File: src/rtl/blastn_pkg.sv
// Shared definitions for the seed dispatch block and the UGPE.
// Request field layout, sequence geometry and FSM states.
package blastn_pkg;

    localparam int SEQ_LEN   = 16;
    localparam int BASE_BITS = 2;
    localparam int WORD_W    = SEQ_LEN * BASE_BITS;
    localparam int JOB_W     = 96;
    localparam int REQ_W     = 128;

    localparam int QRY_LSB = 0;
    localparam int DB_LSB  = 32;
    localparam int QS_LSB  = 64;
    localparam int DS_LSB  = 80;
    localparam int HIT_LSB = 96;
    localparam int LEN_LSB = 112;

    typedef enum logic [1:0] {
        IDLE,
        SCAN,
        EMIT
    } state_t;

    // Job word already matches the low 96 request bits.
    function automatic logic [REQ_W-1:0] pack_req(
        input logic [JOB_W-1:0] job,
        input logic [4:0]       hit
    );
        logic [REQ_W-1:0] r;
        r = '0;
        r[JOB_W-1:0]        = job;
        r[HIT_LSB +: 16]    = {11'd0, hit};
        r[LEN_LSB +: 16]    = 16'(SEQ_LEN);
        return r;
    endfunction

endpackage

File: src/rtl/project_kmer_eqvec.sv
// Per-base equality vector between query and database words.
// Purely combinational.
module project_kmer_eqvec
    import blastn_pkg::*;
(
    input  logic [WORD_W-1:0]  i_query,
    input  logic [WORD_W-1:0]  i_database,
    output logic [SEQ_LEN-1:0] o_eqvec
);

    // Compare each 2-bit base pair on the diagonal
    always_comb begin
        o_eqvec = '0;
        for (int i = 0; i < SEQ_LEN; i++) begin
            o_eqvec[i] = (i_query[i*BASE_BITS +: BASE_BITS] ==
                          i_database[i*BASE_BITS +: BASE_BITS]);
        end
    end

endmodule

File: src/rtl/project_seed_dispatch.sv
// Scans one query/database word pair for exact K-mer seeds and
// emits one non-overlapping extension request per seed.
module project_seed_dispatch
    import blastn_pkg::*;
#(
    parameter int K        = 4,
    parameter int MAX_HITS = 16
) (
    input  logic         clk,
    input  logic         reset,
    input  logic         istream_val,
    output logic         istream_rdy,
    input  logic [95:0]  istream_msg,
    output logic         ostream_val,
    input  logic         ostream_rdy,
    output logic [127:0] ostream_msg
);

    state_t r_state;
    state_t w_state_n;

    logic [4:0]       r_pos;
    logic [4:0]       r_hit_cnt;
    logic [4:0]       r_hit;
    logic [JOB_W-1:0] r_job;

    logic [4:0]       w_pos_n;
    logic [4:0]       w_cnt_n;
    logic [4:0]       w_hit_n;
    logic             w_load;

    logic [SEQ_LEN-1:0] w_eq;
    logic [SEQ_LEN-1:0] w_win;
    logic               w_seed;
    logic [5:0]         w_next6;
    logic [4:0]         w_cnt_inc;
    logic               w_last;

    project_kmer_eqvec u_eqvec (
        .i_query    (r_job[QRY_LSB +: WORD_W]),
        .i_database (r_job[DB_LSB  +: WORD_W]),
        .o_eqvec    (w_eq)
    );

    // K-wide AND window ending just below each legal position
    for (genvar p = 0; p < SEQ_LEN; p++) begin : g_win
        if (p >= K) begin : g_on
            assign w_win[p] = &w_eq[p-1 -: K];
        end else begin : g_off
            assign w_win[p] = 1'b0;
        end
    end

    assign w_seed    = w_win[r_pos[3:0]] & ~r_pos[4];
    assign w_next6   = {1'b0, r_hit} + 6'(K);
    assign w_cnt_inc = r_hit_cnt + 5'd1;
    assign w_last    = (w_cnt_inc == 5'(MAX_HITS)) ||
                       (w_next6 > 6'(SEQ_LEN - 1));

    // Next-state, datapath updates and Moore outputs
    always_comb begin
        w_state_n   = r_state;
        w_pos_n     = r_pos;
        w_cnt_n     = r_hit_cnt;
        w_hit_n     = r_hit;
        w_load      = 1'b0;
        istream_rdy = 1'b0;
        ostream_val = 1'b0;
        unique case (r_state)
            IDLE: begin
                istream_rdy = 1'b1;
                if (istream_val) begin
                    w_load    = 1'b1;
                    w_pos_n   = 5'(K);
                    w_cnt_n   = 5'd0;
                    w_state_n = SCAN;
                end
            end
            SCAN: begin
                if (w_seed) begin
                    w_hit_n   = r_pos;
                    w_state_n = EMIT;
                end else if (r_pos == 5'(SEQ_LEN - 1)) begin
                    w_state_n = IDLE;
                end else begin
                    w_pos_n = r_pos + 5'd1;
                end
            end
            EMIT: begin
                ostream_val = 1'b1;
                if (ostream_rdy) begin
                    w_cnt_n = w_cnt_inc;
                    if (w_last) begin
                        w_state_n = IDLE;
                    end else begin
                        w_pos_n   = w_next6[4:0];
                        w_state_n = SCAN;
                    end
                end
            end
            default: w_state_n = IDLE;
        endcase
    end

    assign ostream_msg = pack_req(r_job, r_hit) & {REQ_W{ostream_val}};

    // State register
    always_ff @(posedge clk) begin
        if (reset) r_state <= IDLE;
        else       r_state <= w_state_n;
    end

    // Scan position, hit bookkeeping and captured job
    always_ff @(posedge clk) begin
        if (reset) begin
            r_pos     <= 5'd0;
            r_hit_cnt <= 5'd0;
            r_hit     <= 5'd0;
            r_job     <= '0;
        end else begin
            r_pos     <= w_pos_n;
            r_hit_cnt <= w_cnt_n;
            r_hit     <= w_hit_n;
            if (w_load) r_job <= istream_msg;
        end
    end

endmodule

File: config.mk
export PLATFORM = sky130hd
export DESIGN_NAME = project_seed_dispatch
export DESIGN_NICKNAME = d
export VERILOG_FILES = /design/src/rtl/blastn_pkg.sv /design/src/rtl/project_kmer_eqvec.sv /design/src/rtl/project_seed_dispatch.sv
export SDC_FILE = /design/constraint.sdc
export NUM_CORES = 1
export LEC_CHECK = 0
export ABC_CLOCK_PERIOD_IN_PS = 2700
export CAP_MARGIN = 20
export CORE_MARGIN = 2
export CORE_UTILIZATION = 44
export DETAILED_ROUTE_END_ITERATION = 10
export GPL_TIMING_DRIVEN = 0
export PLACE_DENSITY = 0.81
export SYNTH_ARGS = -nofsm -noshare
export SYNTH_HDL_FRONTEND = slang
export SYNTH_SLANG_ARGS = --single-unit
export TNS_END_PERCENT = 1
File: constraint.sdc
create_clock -name clk -period 2.7 [get_ports clk]
set_input_delay 0.54 -clock clk [delete_from_list [all_inputs] [get_ports clk]]
set_output_delay 0.54 -clock clk [all_outputs]
set_load 0.01 [all_outputs]
==> metrics.txt <==
Net Sw Frac=30.36%; clk_skew=6.917 ps; global-route usage over all layers=27.14%; Yosys cell types=56; first-pass GRT wire length=29,590 µm; DRC viols=0; CP arrival=2100 ps; Synth Warn #=0; Placed Area=8023 µm²; initial antenna violation count=0; RR Startpoint=r_state[1]$_SDFFE_PP0P_; Die Area=13,860 µm²; Pwr Density=671.5 nW/µm²; die height=117.7 µm; Hold Path Stages=2; Synth area leaders=dfxtp_1 40%, nand2_1 14%, and2_1 11%; worst-skew pair later-pin latency=410 ps; Core ar.=12,620 µm²; Routed Antenna Nets=0; Worst Tran Pin Value=691.7 ps; type of the worst setup path=register to primary output; Hold Path Sink=r_job[67]$_SDFFE_PP0P_; Slew Limit Fails=0; FF+latch count, synth=113; CTS buffer count=17; RSZ-0062 raised after global routing=yes; Max-Cap Viols=0; area of the multi-input gates=3113 µm²; Period Utilization, post-route=97.83%; chip width=117.7 µm; Layout fillers=1,059; Initial DRC Count=416; final net count=1,112; Peak supply drop=0.0005047 V; Synth Flop Type=dfxtp_1; Crit Reg-Reg Endpoint=r_job[11]$_SDFFE_PP0P_; hold_buf cts=0; slew margin rel.=53.40%; worst-case clock buffer depth=2; Psw=1.795 mW; TritonRoute pass-1 iters=6; Worst Reg-to-Reg Cells=8; area leader, netlist=dfxtp_1; Finished Cell Area=8805 µm²; Synth async-reset ratio=0%; clk root buf=clkbuf_16; Required @ worst endpoint=2160 ps; Hold Path Origin=r_job[67]$_SDFFE_PP0P_; Cell Area, Synth=5692 µm²; routed vias/inst=4.993; internal cell power=4.117 mW; Tmin final=2641 ps; via count=5,932; final setup fails=0; RD Place Congestion=0.8641; Antenna Cells=0; top cells by count, synth=206 x nand2_1, 113 x dfxtp_1, 108 x a21oi_1; port bufs=202; total wire length=19,280 µm; Fmax=378.6 MHz; CTS tree=done; Hold Fails Final Rpt=0; Leak=3.941 nW; CP Launch Type=register; vias in the first global route=5,676; sequential cell area=2262 µm²; Top Ports=230; CTS sink count=113; area delta synth->final=54.69%; Final HPWL DP=13,760 µm; Flop pwr share=34.5%; Initial Utilization=45.10%; Comb power frac=24.3%; grt ovf=0; Yosys top cell area share=39.74%; count leader, synth=nand2_1; status=complete, no violations; setup TNS=0 ps; Reg clk slew, reported paths=50 ps; # rows=41; Syn Inst Count=753; clock share of power=41.2%; H-tree depth=4; Critical Path End Type=primary output; Routed WL per cell=16.23 µm; worst hold path class=register to register; crit path max fanout=10; share of layout cells above drive strength 1=8.268%; pin count of the biggest net entering global routing=17; Reg2Reg Setup Slack=250 ps; Avg Inst Size Synth=7.559 µm²; sequential share of the synthesized area=39.74%; Post-synth EDFFs=0
==> sequential cells by signal, summed over array words and instances, names as in the netlist <==
register,flops
r_job,96
r_hit,5
r_state,2
r_hit_cnt,5
r_pos,5
==> power by group through the flow <==
stage	clock network (mW)	registers, mW	logic [mW]
floorplan	0	2.02	0.936
global placement	0	2.05	1.36
detailed placement	0	2.06	1.39
CTS	2.45	2.03	1.43
global route	2.55	2.06	1.58
finish	2.44	2.04	1.44
==> metrics by stage <==
stage | setup WS [ps] | utilization, % | hold slack, ps | cells | power, mW
after floorplan | 676.2 | - | 431.7 | 778 | 2.960
after global placement | -401.8 | 63.57 | 437.2 | 1152 | 3.418
final | 58.53 | 69.77 | 445.6 | 1188 | 5.912
after detailed placement | -466.7 | 63.57 | 442.1 | 1152 | 3.457
after global routing | -36.70 | 69.77 | 463.9 | 1188 | 6.190
after CTS | 0.6197 | 69.25 | 449.3 | 1188 | 5.905
==> how the worst max path moves through the flow <==
stage	from	slack, ps	end
2_1_floorplan	r_job[49]$_SDFFE_PP0P_	680	r_state[0]$_SDFFE_PP0P_
3_3_place_gp	r_state[0]$_SDFFE_PP0P_	-400	ostream_msg[29]
3_5_place_dp	r_state[0]$_SDFFE_PP0P_	-470	ostream_msg[30]
4_1_cts	r_state[0]$_SDFFE_PP0P_	0.6	ostream_msg[42]
5_1_grt	r_state[0]$_SDFFE_PP0P_	-40	ostream_msg[85]
6_report	r_state[0]$_SDFFE_PP0P_	60	ostream_msg[93]
==> layout make-up <==
type                       instances  share of cell area (%)
clock buffer                      22                   5.158
sequential                       113                   25.69
multi-input combinational        580                   35.36
buffer                            76                   5.059
inverter                           9                  0.3837
tap                              172                   2.444
timing repair buffer             206                   23.83
clock inverter                    10                   2.075
==> per-layer routing <==
layer,share of wire [%],global-route usage [%],vias to the layer above,routed length [µm]
li1,-,-,2909,-
met1,39,30.11,2753,7509
met2,51,47.71,236,9817
met3,8.2,10.37,34,1574
met4,1.9,8.735,0,374
met5,0,0,-,0
==> kinds of logic after synthesis <==
group                      count (synthesis)  synth area share, %
DFF                                      113                39.75
xor gates and xnor gates                  32                4.924
other                                      1              0.06589
AOI/OAI and AO/OA                        146                14.73
muxes                                      6                1.077
buffers and inverters                     85                7.430
adders and majority gates                  9                1.978
and+or+nand+nor                          361                30.05
==> critical path: stages (launching register included) <==
cell and delay [ps]:
dfxtp_1 350, inv_2 110, ha_4 180, buf_8 170
clkbuf_4 210, and2_1 140, clkdlybuf4s50_1 550
==> cells in the final DEF (no fill, tap or decap), types with 2 or more instances in the layout <==
cell,synthesis,routed
a2bb2oi_1,2,2
and2_1,104,104
clkbuf_1,33,25
clkbuf_4,0,6
nand2b_1,3,3
nand3_1,12,12
dlygate4sd2_1,0,7
nor3_1,6,6
o22ai_1,2,2
nor2_1,12,12
clkdlybuf4s50_1,0,173
buf_1,14,14
bufinv_16,0,5
mux2i_1,5,5
ha_1,9,8
clkinvlp_4,0,3
xor2_1,19,19
nor4_1,5,5
xnor2_1,13,13
nand2_1,206,206
buf_2,2,2
or3_1,2,2
clkbuf_16,0,17
a21oi_1,108,108
and3b_1,2,2
dfxtp_1,113,113
buf_4,27,34
clkbuf_8,0,2
inv_1,9,8
o21ai_0,6,6
o21ai_1,7,7
dlymetal6s2s_1,0,22
conb_1,1,26
clkinv_2,0,2
==> timing repair <==
item                                    CTS  global route
buffers inserted                          4             0
endpoints found under the setup margin   99            97
resized for setup                        31            34
cloned                                    0             0
(Power assumes the default switching activity.)
